$ cat config.mk
export PLATFORM = sky130hd
export DESIGN_NAME = id_ex_stage
export DESIGN_NICKNAME = d
export VERILOG_FILES = /design/src/rtl/id_ex_stage.sv
export SDC_FILE = /design/constraint.sdc
export NUM_CORES = 1
export LEC_CHECK = 0
export ABC_AREA = 0
export BUFFER_PORTS_ARGS = -buffer_cell sky130_fd_sc_hd__buf_2
export CAP_MARGIN = 20
export CORE_AREA = 3 3 144 146
export CTS_CLUSTER_SIZE = 20
export DETAILED_ROUTE_END_ITERATION = 10
export DIE_AREA = 0 0 147 149
export HOLD_SLACK_MARGIN = 0.06
export PLACE_DENSITY_LB_ADDON = 0.1
export SLEW_MARGIN = 20
export SYNTH_ARGS = -nofsm -noshare
export SYNTH_HDL_FRONTEND = slang
export SYNTH_SLANG_ARGS = --single-unit
$ cat constraint.sdc
create_clock -name clk -period 11.6 [get_ports clk]
set_clock_uncertainty 0.15 [all_clocks]
set_input_delay 1.16 -clock clk [delete_from_list [all_inputs] [get_ports clk]]
set_output_delay 1.16 -clock clk [all_outputs]
set_load 0.01 [all_outputs]
$ cat src/rtl/id_ex_stage.sv
// ID/EX pipeline register: captures decoded instruction and operands, applies the
// write-back bypass, inserts bubbles on load-use/flush and counts them.
module id_ex_stage #(
    parameter int XLEN   = 32,
    parameter int CTRL_W = 8,
    parameter int CNT_W  = 16
) (
    input  logic              clk,
    input  logic              reset,
    input  logic              id_valid,
    input  logic [XLEN-1:0]   id_pc,
    input  logic [4:0]        id_rs1,
    input  logic [4:0]        id_rs2,
    input  logic              id_uses_rs1,
    input  logic              id_uses_rs2,
    input  logic [4:0]        id_rd,
    input  logic [XLEN-1:0]   id_rs1_data,
    input  logic [XLEN-1:0]   id_rs2_data,
    input  logic [XLEN-1:0]   id_imm,
    input  logic [CTRL_W-1:0] id_ctrl,
    input  logic              id_mem_read,
    input  logic              id_reg_write,
    input  logic              wb_reg_write,
    input  logic [4:0]        wb_rd,
    input  logic [XLEN-1:0]   wb_data,
    input  logic              flush,
    input  logic              ex_hold,
    output logic              id_ready,
    output logic              ex_valid,
    output logic [XLEN-1:0]   ex_pc,
    output logic [XLEN-1:0]   ex_imm,
    output logic [XLEN-1:0]   ex_rs1_data,
    output logic [XLEN-1:0]   ex_rs2_data,
    output logic [4:0]        ex_rs1,
    output logic [4:0]        ex_rs2,
    output logic [4:0]        ex_rd,
    output logic [CTRL_W-1:0] ex_ctrl,
    output logic              ex_mem_read,
    output logic              ex_reg_write,
    output logic [CNT_W-1:0]  bubble_count
);

    logic              load_use_s;
    logic              wb_live_s;
    logic              hold_fix1_s;
    logic              hold_fix2_s;
    logic [XLEN-1:0]   byp1_s;
    logic [XLEN-1:0]   byp2_s;
    logic [CNT_W-1:0]  cnt_next_s;

    // Hazard detection, write-back bypass selection and saturating counter increment
    always_comb begin
        load_use_s  = ex_valid && ex_mem_read && (ex_rd != 5'd0) && id_valid &&
                      ((id_uses_rs1 && (id_rs1 == ex_rd)) || (id_uses_rs2 && (id_rs2 == ex_rd)));
        wb_live_s   = wb_reg_write && (wb_rd != 5'd0);
        hold_fix1_s = ex_valid && wb_live_s && (wb_rd == ex_rs1);
        hold_fix2_s = ex_valid && wb_live_s && (wb_rd == ex_rs2);
        if (wb_live_s && (wb_rd == id_rs1)) begin
            byp1_s = wb_data;
        end else begin
            byp1_s = id_rs1_data;
        end
        if (wb_live_s && (wb_rd == id_rs2)) begin
            byp2_s = wb_data;
        end else begin
            byp2_s = id_rs2_data;
        end
        if (bubble_count == {CNT_W{1'b1}}) begin
            cnt_next_s = bubble_count;
        end else begin
            cnt_next_s = bubble_count + {{(CNT_W-1){1'b0}}, 1'b1};
        end
    end

    assign id_ready = !ex_hold && !load_use_s;

    // Stage register: flush > hold (with operand refresh) > load-use bubble > capture
    always_ff @(posedge clk or posedge reset) begin
        if (reset) begin
            ex_valid     <= 1'b0;
            ex_pc        <= {XLEN{1'b0}};
            ex_imm       <= {XLEN{1'b0}};
            ex_rs1_data  <= {XLEN{1'b0}};
            ex_rs2_data  <= {XLEN{1'b0}};
            ex_rs1       <= 5'd0;
            ex_rs2       <= 5'd0;
            ex_rd        <= 5'd0;
            ex_ctrl      <= {CTRL_W{1'b0}};
            ex_mem_read  <= 1'b0;
            ex_reg_write <= 1'b0;
            bubble_count <= {CNT_W{1'b0}};
        end else if (flush || (!ex_hold && load_use_s)) begin
            ex_valid     <= 1'b0;
            ex_mem_read  <= 1'b0;
            ex_reg_write <= 1'b0;
            bubble_count <= cnt_next_s;
        end else if (ex_hold) begin
            if (hold_fix1_s) begin
                ex_rs1_data <= wb_data;
            end
            if (hold_fix2_s) begin
                ex_rs2_data <= wb_data;
            end
        end else begin
            ex_valid     <= id_valid;
            ex_pc        <= id_pc;
            ex_imm       <= id_imm;
            ex_rs1_data  <= byp1_s;
            ex_rs2_data  <= byp2_s;
            ex_rs1       <= id_rs1;
            ex_rs2       <= id_rs2;
            ex_rd        <= id_rd;
            ex_ctrl      <= id_ctrl;
            ex_mem_read  <= id_mem_read;
            ex_reg_write <= id_reg_write;
        end
    end

endmodule

Word level (Yosys, flattened, before mapping)
Cells that the tools add are included.
Storage, ports and cells
  output and inout bits: 171
  bits of input ports: 198
  register bits: 170
  word-level logic and storage cells: 62
  memory bits (writable): 0
  memories: 0
  memory bits (read-only): 0
  bits in latches: 0
Cells by class
  shift-type cells: 0
  bitwise gates (word level): 3
  $add $sub $neg: 1
  eq/ne operators: 10
  reductions and logical operators: 24
  $lt $le $gt $ge: 0
  muxes and demuxes: 12
  multiply operators: 0
  divide/modulo/power cells: 0
Operators by type and width (number)
  $mux 32: 6
  $eq 5x5->1: 6
  $add 16x1->16 const B: 1
  $eq 16x16->1 const B: 1
  $logic_and 1x1->1: 14
  $reduce_bool 5->1: 2
  $reduce_and 2->1: 4
  $mux 1: 6
  $ne 2x1->1 const B: 3
  $not 1->1: 3
  $logic_not 1->1: 2
  $logic_or 1x1->1: 2

Depth between registers and ports, before layout
Gate-level depths: netlist of run 1.
  depth after elaboration: 8
  depth in mapped cells: 8
  depth with buffers taken out: 6

Worst setup path before layout of run 1
Ideal clock, no wire load.
  path kind: input -> register
  start: input port wb_rd[2]
  end: register ex_rs2_data[10]
  library setup time: 127 ps
  arrival: 3018 ps
  buffers on the path: 2
  setup slack: 8304 ps
  stages on the path: 7
  data required time: 11323 ps
  path through: buf_2 or4_1 o21a_2 a41oi_4 buf_4 mux2_2 mux2_1
On the way
  cells in the longest elaborated chain, start to end: 6
  elaborated cells between the ends (all ways): 11
  classes of those cells: eq/ne: 3; mux: 2; reduce/logical: 6
RTL lines
  start: declaration: line 24  | input logic [4:0] wb_rd,
  $reduce_bool 5->1: line 55  | wb_live_s = wb_reg_write && (wb_rd != 5'd0);
  $logic_and 1x1->1: line 55
  $logic_and 1x1->1 (2 in series): line 57  | hold_fix2_s = ex_valid && wb_live_s && (wb_rd == ex_rs2);
  $ne 2x1->1 (no source line)
  $reduce_and 2->1 (no source line)
  end signal: assignment: line 84  | ex_rs2_data <= {XLEN{1'b0}};
  end signal: assignment: line 102  | ex_rs2_data <= wb_data;
  end signal: assignment: line 109  | ex_rs2_data <= byp2_s;
  end: declaration: line 33  | output logic [XLEN-1:0] ex_rs2_data,
Several ways; a longest one is shown, not always the timed one.
A chain may end at the register's enable or synchronous reset.

Worst setup path in the final report of run 1
  start: input port id_rs1[4]
  end: register ex_rs2_data[20]
On the way
  cells in the longest elaborated chain, start to end: 8
RTL lines
  start: declaration: line 12  | input logic [4:0] id_rs1,
  $eq 5x5->1: line 54  | ((id_uses_rs1 && (id_rs1 == ex_rd)) || (id_uses_rs2 && (id_rs2 == ex_rd)));
  $logic_and 1x1->1: line 54
  $logic_or 1x1->1: line 54
  $logic_and 1x1->1: line 53  | load_use_s = ex_valid && ex_mem_read && (ex_rd != 5'd0) && id_valid &&
  $logic_and 1x1->1: line 92  | end else if (flush || (!ex_hold && load_use_s)) begin
  $logic_or 1x1->1: line 92
  $not 1->1 (no source line)
  $reduce_and 2->1 (no source line)
Every way passes these cells.

==> results of run 1 <==
[how the worst max path moves through the flow]
stage          startpoint                     endpoint  slack (ns)  cells past startpoint
2_1_floorplan       reset  bubble_count[0]$_DFFE_PP0P_        5.69                      1
3_3_place_gp    id_rs1[4]  ex_rs1_data[13]$_DFFE_PP0P_        7.03                      7
3_5_place_dp    id_rs1[4]  ex_rs2_data[20]$_DFFE_PP0P_        6.96                      7
4_1_cts         id_rs1[4]  ex_rs2_data[20]$_DFFE_PP0P_        7.39                      7
5_1_grt         id_rs1[4]  ex_rs2_data[20]$_DFFE_PP0P_        7.74                      7
6_report        id_rs1[4]  ex_rs2_data[20]$_DFFE_PP0P_        7.92                      7
[layer usage]
| metal | global-route usage [%] | share of wire, % |
|---|---|---|
| met5 | 0 | 0.16 |
| met4 | 6.757 | 2.0 |
| met3 | 6.563 | 7.9 |
| met2 | 35.79 | 53 |
| met1 | 21.53 | 37 |
[cells by family (layout without fill, tap and decap cells)]
| family | Yosys count | count (layout) | synth area share (%) |
|---|---|---|---|
| buf+inv | 34 | 409 | 2.789 |
| simple gates | 54 | 54 | 3.868 |
| compound gates | 13 | 13 | 1.967 |
| mux | 216 | 216 | 31.33 |
| xor+xnor | 45 | 45 | 5.077 |
| flops | 170 | 170 | 54.80 |
| fa+ha+maj | 1 | 1 | 0.1612 |
| other cells | 0 | 2 | 0 |
[worst register-to-register path, cell delays in order (launching register included)]
cell                       delay, ns
sky130_fd_sc_hd__dfrtp_1        0.45
sky130_fd_sc_hd__xnor2_1        0.18
sky130_fd_sc_hd__nand4_1        0.13
sky130_fd_sc_hd__o22ai_1        0.32
sky130_fd_sc_hd__a211o_4        0.56
sky130_fd_sc_hd__a21boi_4       0.94
sky130_fd_sc_hd__mux2_2         0.45
[cell usage in the layout (no fill, tap or decap), drive strengths merged, types with 8 or more instances in the layout]
cell type,n
xor2,25
inv,9
buf,375
dfrtp,170
clkbuf,17
nand2,9
xnor2,20
mux2,216
nor3,13
nand3,8
[stage by stage]
step | instances | instance area, µm² | worst slack [ns]
6_report | 1175 | 10370 | 7.918
5_1_grt | 1175 | 10370 | 7.740
4_1_cts | 1172 | 10330 | 7.389
3_3_place_gp | 1139 | 9778 | 7.034
2_1_floorplan | 533 | 7762 | 5.687
3_5_place_dp | 1140 | 9793 | 6.964
[power groups by stage]
stage | Combinational (µW) | Clock [µW] | Sequential [µW]
after floorplan | 178 | 0 | 818
after global placement | 408 | 0 | 778
after detailed placement | 418 | 0 | 780
after CTS | 419 | 541 | 771
after global routing | 445 | 568 | 785
final | 409 | 524 | 771
[registers in the layout, summed over array words and instances, names as in the netlist, 5 cells and up]
signal,count
ex_ctrl,8
ex_pc,32
ex_rs2,5
ex_rs2_data,32
ex_rs1,5
bubble_count,16
ex_imm,32
ex_rs1_data,32
ex_rd,5
[area by class of cell]
cell class | count | area (µm²) | area share (%)
Sequential cell | 170 | 4254 | 41.04
Multi-Input combinational cell | 329 | 3301 | 31.84
Timing Repair Buffer | 375 | 1922 | 18.54
Clock buffer | 17 | 425.4 | 4.104
Tap cell | 265 | 331.6 | 3.199
Clock inverter | 15 | 115.1 | 1.110
Inverter | 2 | 12.51 | 0.1207
Antenna cell | 2 | 5.005 | 0.04828
==> results.txt, run 1 <==
The initial cell density of the core is 39.75%. The signal on the critical path passes through buf_2 -> xnor2_1 -> nand4_1 -> o22ai_1 -> a211o_4 -> a21boi_4 -> mux2_2. At the pin with the least slew margin, the transition time is 1.072 ns. The standard-cell row count is 51. The number of fillers in the final layout is 1751.

The total core area is 0.01953 mm². The via count of the first global-routing pass is 6143. The destination of the worst register-to-register timing path is ex_rs2_data[20]$_DFFE_PP0P_. The worst hold path belongs to the class flop to flop. The floorplan step set the die height to 149 µm. Internal power comes to 1183 µW. The routed layout has 5652 vias.

The worst IR drop on VDD came out at 0.1251 mV. Routability-driven placement finished with a final weighted congestion of 0.8141. The number of DRC violations after detailed routing is 0. The number of DRC markers in iteration 0 came out at 138. TritonCTS built the clock tree. The fraction of power spent switching nets came out at 30.57%. The die area came out at 0.02190 mm².

For hold timing, the worst endpoint is bubble_count[14]$_DFFE_PP0P_. Across every metal layer, demand over resource in global routing totals 19.66%. The share of power burned in registers is 45.2%. Summing internal, switching and leakage power gives 1704 µW. Counting both buffers and inverters, the worst setup path holds a total of 1. The synthesized netlist occupies a cell area of 0.007762 mm². The overall die width is 147 µm.

The share of synthesized registers carrying an async set or reset came out at 100.0%. The number of stages on the worst hold path is 1. Sequential cells were found to cover 54.80% of the synthesized design area. The total count of max-transition violations in the final report came out at 0. The worst path in the final design needs a cycle of 3.682 ns, including I/O delays and setup.

The average detailed-routed wire length per instance came out at 18.60 µm. The max-capacitance violation count is 0. The analysis attributes to cell leakage a power of 0.004967 µW. The post-cts hold buffer count came out at 0.

The count of distinct cell types in the synthesized netlist is 33. The number of H-tree branching levels came out at 4. The largest buffer count on any clock path came out at 2. The total overflow left after global routing is 0. The fraction of final layout cells with drive strength greater than 1 came out at 67.84%. STA classifies the critical path startpoint as an input pin. In this design, the stage delay of the slowest critical-path cell is 0.94 ns. The run finished with clean final reports. For this design the ratio of total power to cell area is 164.4 mW/mm². The worst register-to-register path begins at ex_rd[1]$_DFFE_PP0P_.

The net count after synthesis is 732. The area overhead of the layout relative to synthesis is 33.54%. The average cell area after synthesis is 14.56 µm². The number of cells on the worst reg-to-reg path is 6.

The tree built by TritonCTS fans out to 170 sinks. Yosys attributes the largest share of cell area to sky130_fd_sc_hd__dfrtp_1 55%, sky130_fd_sc_hd__mux2_2 29%, sky130_fd_sc_hd__xor2_1 2.8%, sky130_fd_sc_hd__xnor2_1 2.3%, sky130_fd_sc_hd__mux2_1 2.2%. The commonest cells after synthesis are 201 x sky130_fd_sc_hd__mux2_2, 170 x sky130_fd_sc_hd__dfrtp_1, 25 x sky130_fd_sc_hd__xor2_1, 20 x sky130_fd_sc_hd__xnor2_1, 15 x sky130_fd_sc_hd__mux2_1. The clock input transition at the sequential cells of the worst setup and hold paths is 0.07 ns. Once detail routing completed, the nets flagged for antenna violations numbered 0. The share of the clock period used by the worst path is 31.74%. The number of buffers created by CTS is 17. In this run the clock root is driven by a sky130_fd_sc_hd__clkbuf_16. The number of ports placed on the die boundary is 369.

Setup slack on the worst reg-to-reg path comes out at 8.30 ns. Setup repair after global routing left no endpoint under its margin. The number of instances in the synthesized netlist came out at 533. The part of the power in combinational logic came out at 24.0%. The data arrival time of the worst path came out at 3.83 ns. In the synthesized netlist the dominant register cell turns out to be sky130_fd_sc_hd__dfrtp_1. The critical path in this run is classified as input pin to flop. Of the post-synthesis cell area, the dominant cell type holds 54.80%. The largest individual stage delay along the critical path comes from the cell sky130_fd_sc_hd__a21boi_4. The maximum fanout along the worst path is 41. The count of buffers added on input and output ports is 368. The pre-antenna-repair detailed-routing pass consisted of 4 iterations. The number of endpoints with negative hold slack in the final report came to 0. In this run the tightest slew margin relative to its limit is 28.32%. Once the clock tree was built, the resizer swapped 0 gates to a different size.

The total negative setup slack came out at 0 ns. The number of synthesized register bits is 170. The cell type group with the largest total delay on the critical path is compound AO/OA/AOI/OAI gates. The initial antenna violation count is 5. The maximum number of pins on one net before global-route repair came out at 101. The minimum hold slack is 0.3414 ns. The wire length of the first global-routing pass is 33510 µm. sky130_fd_sc_hd__mux2_2 is the most common cell in the netlist. Measured on the finished design, the core utilization comes to 53.09%. At the worst endpoint, the required time is 11.75 ns. The number of buffers inserted to repair setup after CTS came out at 0.

The total routed wirelength came out at 21860 µm. The clock share of power came out at 30.7%. The largest total area in the synthesized netlist belongs to sky130_fd_sc_hd__dfrtp_1. The final setup violation count came out at 0.

The upper clock frequency limit is 0.2716 GHz. At the later pin of the worst-skew pair, clock insertion delay measures 0.42 ns. The total number of yosys warnings came out at 0. After detailed routing, the number of vias per cell comes to 4.810. The startpoint identified for the worst hold timing path is bubble_count[14]$_DFFE_PP0P_. The number of synthesized flops with an enable pin is 0.

The switching power summed over all nets came out at 520.9 µW. The final layout contains 1094 nets. The estimated wirelength of the detail-placed design is 17130 µm. The worst setup path is captured at a flop.
No activity file was read; power rests on OpenSTA's default activity.
==> inputs of run 2 (changes only) <==
==> constraint.sdc (replaced) <==
create_clock -name clk -period 3.4 [get_ports clk]
set_clock_uncertainty 0.15 [all_clocks]
set_input_delay 0.34 -clock clk [delete_from_list [all_inputs] [get_ports clk]]
set_output_delay 0.34 -clock clk [all_outputs]
set_load 0.01 [all_outputs]
==> run 2 against run 1 <==
Compared with the run above: via count is 6.7% higher; core utilization is 5.0 points higher; non-clock buffer count is 86 higher; sequential power grew to 3.4 times the previous value; hold slack worse by 0.26 ns; critical path depth stayed put; sequential share of layout area is 3.5 points lower; design area is 9.4% higher; setup slack worse by 7.1 ns; critical endpoint is now ex_rs2_data[3]$_DFFE_PP0P_.
==> results.txt, run 2 (synthesis results as in run 1) <==
The startpoint class of the critical path is a flop (was input pin). The vertical die dimension came out at 149 µm (unchanged). The destination of the worst register-to-register timing path is ex_rs2_data[3]$_DFFE_PP0P_ (was ex_rs2_data[20]$_DFFE_PP0P_). Result of the run: finished, final reports clean (unchanged).

The count of buffering cells on the critical path with inverters included is 1 (unchanged). Unrepaired setup endpoints after global routing: no (unchanged). The time the final worst path needs with I/O delays and setup came out at 2.630 ns. The number of iterations in the first detailed-routing pass came out at 4 (unchanged).

The number of DRC markers in iteration 0 is 158 (was 138). The max-capacitance violation count is 0 (unchanged). The clock input transition at the sequential cells of the worst setup and hold paths came out at 0.07 ns (about the same). The number of cells traversed by the worst register-to-register path is 7 (was 6). The share of power burned in registers came out at 42.6% (was 45.2%). The largest incremental delay on the critical path is 0.44 ns (was 0.94 ns). The total internal power came out at 4353 µW (was 1183 µW). The fraction of final layout cells with drive strength greater than 1 came out at 62.07% (was 67.84%). The number of vias after detailed routing is 6030 (was 5652). The switching power summed over all nets came out at 1792 µW (was 520.9 µW). The data arrival time of the worst path is 2.77 ns (was 3.83 ns).

The maximum number of pins on one net before global-route repair came out at 98 (was 101). The register-to-register setup slack is 0.77 ns (was 8.30 ns). The type of the worst setup path was flop to flop (was input pin to flop). The initial antenna violation count is 5 (unchanged).

The total core area came to 0.01953 mm² (unchanged). The final setup violation count was 0 (unchanged). The average detailed-routed wire length per instance came out at 18.42 µm (was 18.60 µm). The clock share of power came out at 33.2% (was 30.7%).

The die area is 0.02190 mm² (unchanged). The post-detailed-route count of antenna-violating nets came out at 0 (unchanged). The smallest setup slack after layout came out at 0.7700 ns (was 7.918 ns). The power per unit of standard cell area is 541.9 mW/mm² (was 164.4 mW/mm²). The fraction of power spent switching nets is 29.17% (was 30.57%). The total count of max-transition violations in the final report came out at 0 (unchanged).

The final cell utilization of the core is 58.07% (was 53.09%). The number of clock sinks seen by CTS is 170 (unchanged). The estimated wirelength of the detail-placed design was 17360 µm (was 17130 µm).

The cell at the slowest stage of the critical path is sky130_fd_sc_hd__dfrtp_1 (was sky130_fd_sc_hd__a21boi_4). The overall die width came out at 147 µm (unchanged). The most common library cell in the layout ignoring fill and taps is sky130_fd_sc_hd__buf_2 (unchanged). The final cell count without fillers was 1262 (was 1175). The final global-route overflow total came to 0 (unchanged). The count of port buffers added during placement came to 368 (unchanged).

The routability-driven placement congestion ratio came out at 0.8854 (was 0.8141). The number of fillers in the final layout was 1645 (was 1751). The area overhead of the layout relative to synthesis was 46.08% (was 33.54%). CP Cell Sequence: xnor2_1 -> nand4_1 -> o22ai_1 -> a211o_4 -> a21boi_4 -> buf_12 -> mux2_2 (was buf_2 -> xnor2_1 -> nand4_1 -> o22ai_1 -> a211o_4 -> a21boi_4 -> mux2_2). The number of nets in the layout is 1180 (was 1094).

The share of the clock period used by the worst path is 77.35%. The worst relative slew slack came out at 63.18% (was 28.32%). The vias per cell is 4.778 (was 4.810). The worst-skew pair later-pin latency is 0.42 ns (about the same).

The clock root buffer is sky130_fd_sc_hd__clkbuf_16 (unchanged). The minimum setup slack after placement came out at 0.5601 ns (was 6.964 ns). The transition time of the tightest slew-check pin is 0.5481 ns (was 1.072 ns). The clock tree from TritonCTS is yes (unchanged). The total negative setup slack came to 0 ns (unchanged). Based on the critical path, the design can be clocked at up to 0.3802 GHz.

The number of H-tree branching levels was 4 (unchanged). The number of buffers created by CTS came out at 17 (unchanged). The part of the power in combinational logic was 24.2% (was 24.0%). The path class of the lowest-slack min-delay path is input pin to flop (was flop to flop). The cell type group with the largest total delay on the critical path is compound AO/OA/AOI/OAI gates (unchanged).

The data required time of the critical path is 3.54 ns (was 11.75 ns). The number of DRC violations after detailed routing was 0 (unchanged). The standard-cell row count was 51 (unchanged). The wire length of the first global-routing pass came out at 36330 µm (was 33510 µm). The startpoint of the worst hold path is id_rs2[4] (was bubble_count[14]$_DFFE_PP0P_). The total routed wirelength is 23250 µm (was 21860 µm). The minimum hold slack is 0.08633 ns (was 0.3414 ns). The placed instance count came to 1143 (was 1140). The largest buffer count on any clock path is 2 (unchanged).

The number of stages on the worst hold path was 2 (was 1). The number of ports placed on the die boundary came out at 369 (unchanged). The total global-route track usage is 21.15% (was 19.66%).

The initial cell density of the core is 39.75% (unchanged). The via count of the first global-routing pass was 6625 (was 6143). The worst IR drop on VDD came to 0.3451 mV (was 0.1251 mV). The number of endpoints with negative hold slack in the final report was 0 (unchanged). The static leakage is 0.005379 µW (was 0.004967 µW).

The maximum fanout along the worst path was 26 (was 41). The nature of the critical path endpoint was a flop (unchanged). The endpoint with the worst hold slack is ex_rs2[4]$_DFFE_PP0P_ (was bubble_count[14]$_DFFE_PP0P_).

The start of the worst register-to-register path is ex_rd[1]$_DFFE_PP0P_ (unchanged). Commonest cells after routing, fill and taps aside: 368 x sky130_fd_sc_hd__buf_2, 201 x sky130_fd_sc_hd__mux2_2, 170 x sky130_fd_sc_hd__dfrtp_1 (unchanged).
==> run 2: changes by cell type in the layout (fill, tap and decap cells not counted), sizes merged <==
cell / change
clkinv: -1
dlygate4sd3: +84
diode: +1
clkinvlp: -1
buf: +2
bufinv: +3
inv: -3
clkbuf: +2
==> run 2: how the worst max path moves through the flow <==
stage | start | endpoint | slack [ns] | cells after the start
floorplan | reset | bubble_count[0]$_DFFE_PP0P_ | 0.74 | 1
global placement | wb_rd[1] | ex_rs1_data[5]$_DFFE_PP0P_ | 0.63 | 7
detailed placement | wb_rd[1] | ex_rs1_data[5]$_DFFE_PP0P_ | 0.56 | 7
CTS | ex_rd[1]$_DFFE_PP0P_ | ex_rs1_data[1]$_DFFE_PP0P_ | 0.74 | 7
global route | ex_rd[1]$_DFFE_PP0P_ | ex_rs1_data[1]$_DFFE_PP0P_ | 0.58 | 7
finish | ex_rd[1]$_DFFE_PP0P_ | ex_rs2_data[3]$_DFFE_PP0P_ | 0.77 | 7
==> run 2: repair_timing <==
item | 4_1_cts | 5_1_grt
hold buffers | 84 | 0
hold endpoints to repair | 250 | 0
setup buffers | 0 | 0
gates resized for setup | 0 | 0
==> run 2: per-layer routing <==
metal | up-vias | GRT usage, % | part of all wire (%)
met2 | 230 | 38.26 | 52
met1 | 2954 | 23.96 | 38
met4 | 4 | 6.291 | 2.4
met5 | - | 0 | 0.090
met3 | 35 | 6.806 | 7.3
li1 | 2807 | - | -
==> run 2: layout make-up <==
type / instances / area [µm²] / area share, %
Antenna cell: 3 / 7.507 / 0.06620
Clock buffer: 19 / 442.9 / 3.906
Clock inverter: 13 / 178.9 / 1.578
Inverter: 2 / 11.26 / 0.09931
Multi-Input combinational cell: 329 / 3301 / 29.11
Sequential cell: 170 / 4254 / 37.52
Tap cell: 265 / 331.6 / 2.924
Timing Repair Buffer: 461 / 2813 / 24.80
==> run 2: power groups by stage <==
stage | Combinational [µW] | Sequential [µW] | Clock [µW]
4_1_cts | 1510 | 2620 | 2100
2_1_floorplan | 609 | 2790 | 0
5_1_grt | 1610 | 2670 | 2200
3_5_place_dp | 1430 | 2650 | 0
3_3_place_gp | 1400 | 2640 | 0
6_report | 1480 | 2620 | 2040
==> run 2: metrics by stage <==
step,power [µW],cell area [µm²]
after floorplan,3401,7766
final,6145,11340
after global placement,4037,9869
after CTS,6233,11330
after global routing,6477,11340
after detailed placement,4085,9869
==> inputs of run 3 (changes only) <==
==> constraint.sdc (replaced) <==
create_clock -name clk -period 2.7 [get_ports clk]
set_clock_uncertainty 0.15 [all_clocks]
set_input_delay 0.27 -clock clk [delete_from_list [all_inputs] [get_ports clk]]
set_output_delay 0.27 -clock clk [all_outputs]
set_load 0.01 [all_outputs]
==> run 3 against run 2 <==
Compared with the run above: sequential power grew 26%; count of clock-buffer cells in the layout grew 3; die area is the same; combinational power grew 34%; design area grew 5.1%; clock power grew 16%; sequential share of layout area shrank 1.8 points; critical endpoint is now ex_rs2_data[6]$_DFFE_PP0P_; largest power group unchanged.
==> results.txt, run 3 (synthesis results as in run 1) <==
Result of the run: finished, final reports clean (unchanged). The number of nets in the layout came out at 1244 (was 1180). The clock share of power came out at 31.0% (was 33.2%).

The number of ports placed on the die boundary came out at 369 (unchanged). The maximum number of pins on one net before global-route repair was 134 (was 98). The destination of the worst register-to-register timing path is ex_rs2_data[6]$_DFFE_PP0P_ (was ex_rs2_data[3]$_DFFE_PP0P_). The share of the clock period used by the worst path came out at 91.27%.

The path class of the lowest-slack min-delay path is input pin to flop (unchanged). The share of power burned in registers is 43.1% (was 42.6%). The number of DRC markers in iteration 0 came out at 120 (was 158).

The initial cell density of the core was 39.75% (unchanged). The worst path in the final design needs a cycle of 2.464 ns, including I/O delays and setup. The start of the worst register-to-register path is ex_rd[1]$_DFFE_PP0P_ (unchanged). The fraction of final layout cells with drive strength greater than 1 came out at 58.60% (was 62.07%). The final global-route overflow total came out at 0 (unchanged). The final setup violation count came to 0 (unchanged).

The number of buffers created by CTS came out at 17 (unchanged). The static leakage came out at 0.005625 µW (was 0.005379 µW). The register-to-register setup slack is 0.31 ns (was 0.77 ns). The vias per cell came out at 4.728 (was 4.778). The switching power summed over all nets came out at 2256 µW (was 1792 µW).

The routability-driven placement congestion ratio came out at 0.8500 (was 0.8854). The number of DRC violations after detailed routing is 0 (unchanged). The clock root buffer is sky130_fd_sc_hd__clkbuf_16 (unchanged). The number of vias after detailed routing is 6274 (was 6030). The nature of the critical path endpoint is a flop (unchanged). The clock input transition at the sequential cells of the worst setup and hold paths is 0.07 ns (about the same). The data required time of the critical path came out at 2.84 ns (was 3.54 ns).

The clock tree from TritonCTS is yes (unchanged). The maximum fanout along the worst path is 30 (was 26). The number of endpoints with negative hold slack in the final report came out at 0 (unchanged). The number of cells traversed by the worst register-to-register path came to 7 (unchanged).

The number of iterations in the first detailed-routing pass is 4 (unchanged). The number of clock sinks seen by CTS is 170 (unchanged). Commonest cells after routing, fill and taps aside: 368 x sky130_fd_sc_hd__buf_2, 201 x sky130_fd_sc_hd__mux2_2, 170 x sky130_fd_sc_hd__dfrtp_1 (unchanged). The worst IR drop on VDD is 0.4449 mV (was 0.3451 mV). The via count of the first global-routing pass came out at 7066 (was 6625).

The number of H-tree branching levels came out at 4 (unchanged). The amount of wire on met3 after detailed routing came out at 1581 µm (was 1707 µm). The worst relative slew slack came out at 45.49% (was 63.18%). The minimum setup slack after placement came out at 0.09511 ns (was 0.5601 ns). The initial antenna violation count came out at 3 (was 5). The part of the power in combinational logic came to 25.9% (was 24.2%).

The post-detailed-placement cell area came out at 0.009907 mm² (was 0.009869 mm²). The topmost layer with routed signal wires was met4 (was met5). The upper clock frequency limit came out at 0.4058 GHz. The data arrival time of the worst path is 2.61 ns (was 2.77 ns).

The quantity of gates resized following cts came to 0 (unchanged). The startpoint of the worst hold path is wb_data[13] (was id_rs2[4]). The most common library cell in the layout ignoring fill and taps was sky130_fd_sc_hd__buf_2 (unchanged).

The total global-route track usage came out at 21.73% (was 21.15%). The total negative setup slack came out at 0 ns (unchanged). The estimated wirelength of the detail-placed design came out at 17450 µm (was 17360 µm). The standard-cell row count came to 51 (unchanged). The total core area is 0.01953 mm² (unchanged). The area overhead of the layout relative to synthesis came out at 53.59% (was 46.08%). The destination of the critical timing path is ex_rs2_data[6]$_DFFE_PP0P_ (was ex_rs2_data[3]$_DFFE_PP0P_). The largest buffer count on any clock path came out at 2 (unchanged). The met1 wire length was 9071 µm (was 8816 µm). The startpoint class of the critical path is an input pin (was flop). The die area is 0.02190 mm² (unchanged). The vertical die dimension is 149 µm (unchanged). The total power came out at 7642 µW (was 6145 µW). The worst-skew pair later-pin latency is 0.41 ns (was 0.42 ns). The minimum hold slack came to 0.07664 ns (was 0.08633 ns). The count of port buffers added during placement is 368 (unchanged). The fraction of power spent switching nets came out at 29.53% (was 29.17%). The wire length of the first global-routing pass was 37520 µm (was 36330 µm). The total count of max-transition violations in the final report is 0 (unchanged).

The post-detailed-route count of antenna-violating nets came to 0 (unchanged). The met2 wire length is 12990 µm (was 12150 µm). The first element of the critical path is id_rs1[3] (was ex_rd[1]$_DFFE_PP0P_). The power per unit of standard cell area was 641.0 mW/mm² (was 541.9 mW/mm²). The total routed wirelength is 24210 µm (was 23250 µm).

The final instance area came out at 0.01192 mm² (was 0.01134 mm²). The transition time of the tightest slew-check pin came out at 0.8176 ns (was 0.5481 ns). The overall die width is 147 µm (unchanged). The type of the worst setup path was input pin to flop (was flop to flop). The smallest setup slack after layout is 0.2356 ns (was 0.7700 ns). The average detailed-routed wire length per instance came to 18.25 µm (was 18.42 µm). The max-capacitance violation count was 0 (unchanged).

Unrepaired setup endpoints after global routing: no (unchanged). The total internal power came out at 5386 µW (was 4353 µW).
run 3: power by group through the flow:
stage	clock [µW]	sequential, µW	combinational [µW]
2_1_floorplan	0	3520	766
3_3_place_gp	0	3310	1790
3_5_place_dp	0	3330	1830
4_1_cts	2450	3290	2000
5_1_grt	2560	3350	2130
6_report	2370	3290	1980
run 3: layer usage:
metal,GRT usage (%),up-vias
li1,-,2918
met1,24.21,3090
met2,40.06,232
met3,5.925,34
met4,7.502,0
met5,0,-
run 3: cell type report:
type / instances / area [µm²]
diodes: 4 / 10.01
clock buffers: 22 / 464.2
clock inverters: 10 / 110.1
fillers: 1620 / 7604
inverters: 2 / 11.26
multi-input cells: 329 / 3301
flip-flops and latches: 170 / 4254
well taps: 265 / 331.6
repair buffers: 525 / 3441
run 3: what timing repair did:
action | CTS | global route
hold buffers | 142 | 1
buffers inserted | 0 | 0
endpoints found under the setup margin | 0 | 0
hold endpoints to repair | 298 | 1
run 3: how the worst min path moves through the flow:
| stage | to | slack, ns | depth (start not counted) |
|---|---|---|---|
| 2_1_floorplan | ex_valid$_DFFE_PP0P_ | 0.18 | 1 |
| 3_3_place_gp | ex_pc[1]$_DFFE_PP0P_ | 0.31 | 3 |
| 3_5_place_dp | ex_pc[0]$_DFFE_PP0P_ | 0.32 | 3 |
| 4_1_cts | ex_rs2_data[18]$_DFFE_PP0P_ | 0.06 | 3 |
| 5_1_grt | ex_rs1_data[13]$_DFFE_PP0P_ | 0.06 | 3 |
| 6_report | ex_rs1_data[13]$_DFFE_PP0P_ | 0.08 | 3 |
run 3: worst max-delay path, cell delays in order:
cell and delay (ns):
sky130_fd_sc_hd__dlygate4sd3_1 0.56, sky130_fd_sc_hd__buf_2 0.17, sky130_fd_sc_hd__xnor2_1 0.13, sky130_fd_sc_hd__nand4_1 0.10
sky130_fd_sc_hd__o22ai_1 0.30, sky130_fd_sc_hd__a211o_4 0.23, sky130_fd_sc_hd__a21boi_4 0.23, sky130_fd_sc_hd__buf_12 0.23
sky130_fd_sc_hd__mux2_2 0.36
run 3: metrics by stage:
step | instances | utilization, %
floorplan | 533 | -
global placement | 1148 | 50.74
detailed placement | 1148 | 50.74
CTS | 1322 | 60.96
global route | 1326 | 61.05
finish | 1327 | 61.06
